[src/rtl/sseg_scan_ctrl.sv]
// sseg_scan_ctrl: multiplexed N-digit 7-seg scanner with dead time and frame-synchronous shadow updates; define LZ_BLANK_EN for leading-zero blanking
module sseg_scan_ctrl #(
  parameter int N_DIGITS      = 4,
  parameter int ON_CYCLES     = 12500,
  parameter int BLANK_CYCLES  = 500,
  parameter bit AN_ACTIVE_LOW = 1'b1
) (
  input  logic                  clk,
  input  logic                  rst_n,
  input  logic                  en_i,
  input  logic [N_DIGITS*5-1:0] digits_i,
  input  logic                  update_req_i,
  output logic                  update_ack_o,
  output logic [4:0]            hex_o,
  output logic [N_DIGITS-1:0]   an_o,
  output logic                  frame_start_o
);
  localparam logic [1:0] IDLE  = 2'd0;
  localparam logic [1:0] BLANK = 2'd1;
  localparam logic [1:0] SHOW  = 2'd2;
  localparam int IW = N_DIGITS > 1 ? $clog2(N_DIGITS) : 1;
  localparam int CW = $clog2((ON_CYCLES > BLANK_CYCLES ? ON_CYCLES : BLANK_CYCLES) + 1);
  localparam logic [N_DIGITS-1:0] AN_OFF = {N_DIGITS{AN_ACTIVE_LOW}};
  logic [1:0]            state_q, state_d;
  logic [IW-1:0]         idx_q, idx_d;
  logic [CW-1:0]         cnt_q, cnt_d;
  logic [N_DIGITS*5-1:0] shadow_q, shadow_d;
  logic                  pend_q, pend_d;
  logic [4:0]            hex_q, hex_d;
  logic [N_DIGITS-1:0]   an_q, an_d;
  logic                  ack_q, ack_d;
  logic                  fs_q, fs_d;
  logic                  req, last, bdone, sdone, lit;
  assign req   = pend_q | update_req_i;
  assign last  = idx_q == IW'(N_DIGITS - 1);
  assign bdone = cnt_q == CW'(BLANK_CYCLES - 1);
  assign sdone = cnt_q == CW'(ON_CYCLES - 1);
`ifdef LZ_BLANK_EN
  logic [N_DIGITS:0] nz;
  always_comb begin
    nz[N_DIGITS] = 1'b0;
    for (int k = N_DIGITS - 1; k >= 0; k--) nz[k] = nz[k+1] | (|shadow_q[5*k +: 5]);
  end
  assign lit = (idx_q == '0) | nz[idx_q];
`else
  assign lit = 1'b1;
`endif
  always_comb begin
    state_d  = state_q;
    idx_d    = idx_q;
    cnt_d    = '0;
    shadow_d = shadow_q;
    hex_d    = hex_q;
    an_d     = an_q;
    ack_d    = 1'b0;
    fs_d     = 1'b0;
    if (state_q == IDLE) begin
      ack_d   = req;
      state_d = en_i ? BLANK : IDLE;
      idx_d   = '0;
      fs_d    = en_i;
      an_d    = AN_OFF;
    end else if (!en_i) begin
      state_d = IDLE;
      idx_d   = '0;
      an_d    = AN_OFF;
    end else if (state_q == BLANK) begin
      cnt_d   = bdone ? '0 : cnt_q + 1'b1;
      state_d = bdone ? SHOW : BLANK;
      an_d    = (bdone && lit) ? AN_OFF ^ (N_DIGITS'(1) << idx_q) : AN_OFF;
    end else begin
      cnt_d   = sdone ? '0 : cnt_q + 1'b1;
      state_d = sdone ? BLANK : SHOW;
      an_d    = sdone ? AN_OFF : an_q;
      idx_d   = sdone ? (last ? '0 : idx_q + 1'b1) : idx_q;
      fs_d    = sdone & last;
      ack_d   = sdone & last & req;
    end
    if (ack_d) shadow_d = digits_i;
    if (state_d == BLANK && state_q != BLANK) hex_d = shadow_d[5*int'(idx_d) +: 5];
    pend_d = req & ~ack_d;
  end
  always_ff @(posedge clk) begin
    if (!rst_n) begin
      state_q  <= IDLE;
      idx_q    <= '0;
      cnt_q    <= '0;
      shadow_q <= '0;
      pend_q   <= 1'b0;
      hex_q    <= '0;
      an_q     <= AN_OFF;
      ack_q    <= 1'b0;
      fs_q     <= 1'b0;
    end else begin
      state_q  <= state_d;
      idx_q    <= idx_d;
      cnt_q    <= cnt_d;
      shadow_q <= shadow_d;
      pend_q   <= pend_d;
      hex_q    <= hex_d;
      an_q     <= an_d;
      ack_q    <= ack_d;
      fs_q     <= fs_d;
    end
  end
  assign update_ack_o  = ack_q;
  assign hex_o         = hex_q;
  assign an_o          = an_q;
  assign frame_start_o = fs_q;
endmodule
[config.mk]
export PLATFORM = sky130hd
export DESIGN_NAME = sseg_scan_ctrl
export DESIGN_NICKNAME = d
export VERILOG_FILES = /design/src/rtl/sseg_scan_ctrl.sv
export SDC_FILE = /design/constraint.sdc
export NUM_CORES = 1
export LEC_CHECK = 0
export ABC_AREA = 1
export CAP_MARGIN = 20
export CORE_MARGIN = 2
export CORE_UTILIZATION = 25
export DETAILED_ROUTE_END_ITERATION = 10
export RECOVER_POWER = 100
export SYNTH_ARGS = -nofsm -noshare
export SYNTH_HDL_FRONTEND = slang
export SYNTH_SLANG_ARGS = --single-unit
[constraint.sdc]
create_clock -name clk -period 1.6 [get_ports clk]
set_input_delay 0.32 -clock clk [delete_from_list [all_inputs] [get_ports clk]]
set_output_delay 0.32 -clock clk [all_outputs]
set_load 0.05 [all_outputs]
# After elaboration in Yosys (flattened, before gate mapping)
# Index checks and enable logic that the tools add are counted.
[classes] multipliers=1 shifts=2 n_addsub=2 mux=24 eq_ne=6 n_reduce_logical=4 bitwise=8
[op_table] op="$mux 14" count=3
[op_table] op="$mux 2" count=10
[op_table] op="$mux 20" count=1
[op_table] op="$shiftx 20x6->5" count=1
[op_table] op="$add 14x1->14 const B" count=1
[op_table] op="$eq 14x14->1 const B" count=1
[op_table] op="$eq 14x9->1 const B" count=1
[op_table] op="$mux 4" count=3
[op_table] op="$mux 1" count=7
[op_table] op="$mul 3x2->5 const A" count=1
[op_table] op="$eq 2x1->1 const B" count=2
[op_table] op="$not 4->4" count=1
[op_table] op="$shl 1x2->4 const A" count=1
[op_table] op="$and 1x1->1" count=3
[op_table] op="$not 1->1" count=3
[op_table] op="$reduce_or 3->1" count=1
[op_table] op="$add 2x1->2 const B" count=1
[op_table] op="$eq 2x2->1 const B" count=1
[op_table] op="$logic_not 2->1" count=1
[op_table] op="$ne 2x1->1 const B" count=1
[op_table] op="$reduce_bool 2->1" count=1
[op_table] op="$logic_and 1x1->1" count=1
[op_table] op="$or 1x1->1" count=1
[totals] reg_bits=50 wordCells=56

# Logic depth before layout (Yosys ltp)
[depth] depth_word=8 ltp_mapped=14 depth_no_buf=13

# Worst setup path after synthesis
# No wires, ideal clock.
[synth_timing] path_type="register to register" from="register cnt_q[0]" to="register hex_q[1], in the netlist hex_o[1]" setup_slack_ns=-0.033 t_arrival_ns=1.524 required_time_ns=1.491 stages_incl_launch_ff=14 n_path_buf=1 setup_time_ns=0.109 cell_sequence="dfxtp_1 > ha_1 > nand2_1 > nor2_4 > nand4_2 > nand2_2 > nand2_2 > buf_6 > nand2_1 > nand3_1 > nand3_1 > nand3_1 > nand2_1 > inv_1"
[synth_between] elab_chain_len=8 elab_cells_between_ends=21 classes_between="mul (1); eq/ne (3); shift (1); mux (13); bitwise (2); reduce/logical (1)"
[synth_lines] item="start: declaration" line_no="26" source="logic [CW-1:0] cnt_q, cnt_d;"
[synth_lines] item="start signal: assignment" line_no="97" source="cnt_q <= cnt_d;"
[synth_lines] item="parallel branches: the longest is 8 deep, another holds $mul 3x2->5"
[synth_lines] item="end signal: assignment" line_no="90" source="hex_q <= '0;"
[synth_lines] item="end signal: assignment" line_no="100" source="hex_q <= hex_d;"
[synth_lines] item="end: declaration" line_no="29" source="logic [4:0] hex_q, hex_d;"
# Parallel ways; which one is timed is not known.
# A chain may end at the register's enable or synchronous reset.

# Worst setup path in the final report
[layout_timing] from="register cnt_q[0]" to="register hex_q[2], in the netlist hex_o[2]"
# Same word-level chain as after synthesis.

==> results.ini <==
[outcome]
status = finished with violations
violations = negative setup slack

[power]
ir_worst_vdd_mv = 0.338
total_power_mw = 2.71
p_leak_nw = 1.50
cellPowerDensity_nw_per_um2 = 753

[placement]
dpl.cell_count = 491
gp_congestion = 0.802
dp_hpwl_um = 4460
portBuffers = 34
place_area_um2 = 3140
dp_slack_ps = -375

[floorplanning]
pin_count = 35
design.die.area_um2 = 9810
core_um2 = 8720
rows = 34
initial_core_util = 0.259
die_h_um = 99.0
fp.dieW_um = 99.0

[timing]
hold_viol_final = 0
fin_crit_sh = 1.09
slew_headroom = 0.600
timing.fmax_mhz = 572
finalSetupViolations = 7
setup_tns_ps = -771
grt_setup_unrepaired = true
timing.hold.ws_ps = 472
fin_crit_ps = 1750
skew_ps = 14.3
drv_slew = 0
worstMarginPinSlew_ps = 602
post-route-worst-setup-slack_ps = -147

[clock_tree]
numCtsBuffers = 5
cts_root_buffer = clkbuf_8
cts_sinks = 50
htreeDepth = 2
cts_tree = yes
clockBufferDepth = 2
clk_pin_slew_worst_paths_ps = 100
postCtsHoldBufs = 0
worstSkewPairLatency_ps = 320

[cells_and_area]
antenna_cells = 0
area_delta_synth_final_pct = 59.1
finish.instance_area_um2 = 3590
drive_gt1_frac = 0.393
layout_commonest_cell = buf_4
finish.utilization = 0.412
nets = 427
nFillCells = 861
multiInputGateArea_um2 = 1300
fin_cells = 507
final_cell_mix = 55 x buf_4, 52 x nand3_1, 39 x dfxtp_1
regArea_um2 = 1010

[drt]
final_antenna_net_count = 0
via_per_inst = 4.62
drtIter0Drc = 109
dr.pass1.iters = 4
routedWlPerCell_um = 12.9
drt-total-wl_um = 6530
route.detailed.drc = 0
vias = 2343

[setup_path]
worstSetupStartpointType = flop
worst-endpoint-arrival_ps = 1970
cp_max_fo = 11
cp.required_ps = 1830
crit_path_end_kind = flop
critical_path_class = reg -> reg

[global_routing]
first_global_vias = 2184
grt_usage = 0.127
antenna_found_initial = 0
grt_max_degree = 23
gr-total-overflow = 0
grt_pass1_wl_um = 10200

[synth]
yosys_register_bits = 50
synth_cell_types = 32
avgSynthCellArea_um2 = 7.63
ys_seq_area_frac = 0.443
syn_nets = 325
synthCells = 296
synth_warnings = 0
async_flop_share = 0
synth_area_um2 = 2260
ys.flop_type = dfxtp_1
synth_edf_count = 0

[worst_hold_path]
hp-class = reg -> reg

[run]
maxCapViolations = 0

[synthesized netlist by cell type, types with 2 or more instances]
| cell type | count | area, µm² |
|---|---|---|
| a21oi_1 | 31 | 155 |
| buf_2 | 2 | 10.0 |
| buf_4 | 3 | 22.5 |
| buf_6 | 2 | 22.5 |
| clkbuf_1 | 3 | 11.3 |
| dfxtp_1 | 50 | 1000 |
| ha_1 | 5 | 62.6 |
| inv_1 | 28 | 105 |
| inv_2 | 4 | 15.0 |
| nand2_1 | 45 | 169 |
| nand2_2 | 4 | 25.0 |
| nand3_1 | 63 | 315 |
| nand3_2 | 2 | 20.0 |
| nand4_1 | 2 | 12.5 |
| nor2_1 | 23 | 86.3 |
| nor2_4 | 2 | 22.5 |
| nor3_1 | 3 | 15.0 |
| nor3b_1 | 2 | 15.0 |
| nor4_1 | 2 | 12.5 |
| o211ai_1 | 4 | 30.0 |
| xor2_1 | 5 | 43.8 |
[flip-flops by register name, summed over array words and instances (netlist names)]
name,flops
an_o,4
cnt_q,14
frame_start_o,1
hex_o,5
idx_q,2
pend_q,1
shadow_q,20
state_q,2
update_ack_o,1
[report_power, final]
group          internal [mW]  switching [mW]
sequential              1.31          0.0257
clock                  0.318           0.462
combinational          0.275           0.320
[path summary, 6_finish.rpt]
kind          startpoint  depth (start not counted)           to  slack (ps)
min reg2reg  shadow_q[0]                          2  shadow_q[0]         470
max             cnt_q[0]                         13     hex_o[2]        -150
max reg2reg     cnt_q[0]                         13     hex_o[2]        -150
min          shadow_q[0]                          2  shadow_q[0]         470
[repair_timing]
action | CTS | global route
setup endpoints to repair | 34 | 38
resized for setup | 14 | 65
buffers inserted | 1 | 5
gates cloned | 0 | 2
pin swaps | 6 | 14
[worst max-delay path, cell delays in order (launching register included)]
cell and delay [ps]:
dfxtp_2 360, ha_4 170, nand2_4 60, nor2_4 160, nand4_4 120, nand2_4 120
nand2_4 80, clkbuf_16 180, nand2_1 80, nand3_1 80, nand3_1 90, nand3_1 70
nand2_1 60, inv_1 30
[logic make-up after synthesis]
family,count (synthesis),synth area share
xor gates and xnor gates,6,0.0233
and+or+nand+nor,153,0.325
adders and majority gates,5,0.0277
buffers and inverters,42,0.0825
AOI/OAI and AO/OA,40,0.0981
DFF,50,0.443
[area by class of cell]
cell class / count / area share
clock buffer: 6 / 0.0202
tap: 108 / 0.0376
timing repair buffer: 105 / 0.258
multi-input combinational: 204 / 0.363
sequential: 50 / 0.282
clock inverter: 2 / 0.00488
inverter: 32 / 0.0341
[per-layer routing]
metal  track usage  vias up  part of all wire
li1              -     1195                 -
met1         0.172     1096              0.46
met2         0.207       47              0.48
met3        0.0241        5             0.049
met4        0.0348        0            0.0098
met5             0        -                 0
No activity file was read; power rests on OpenSTA's default activity.
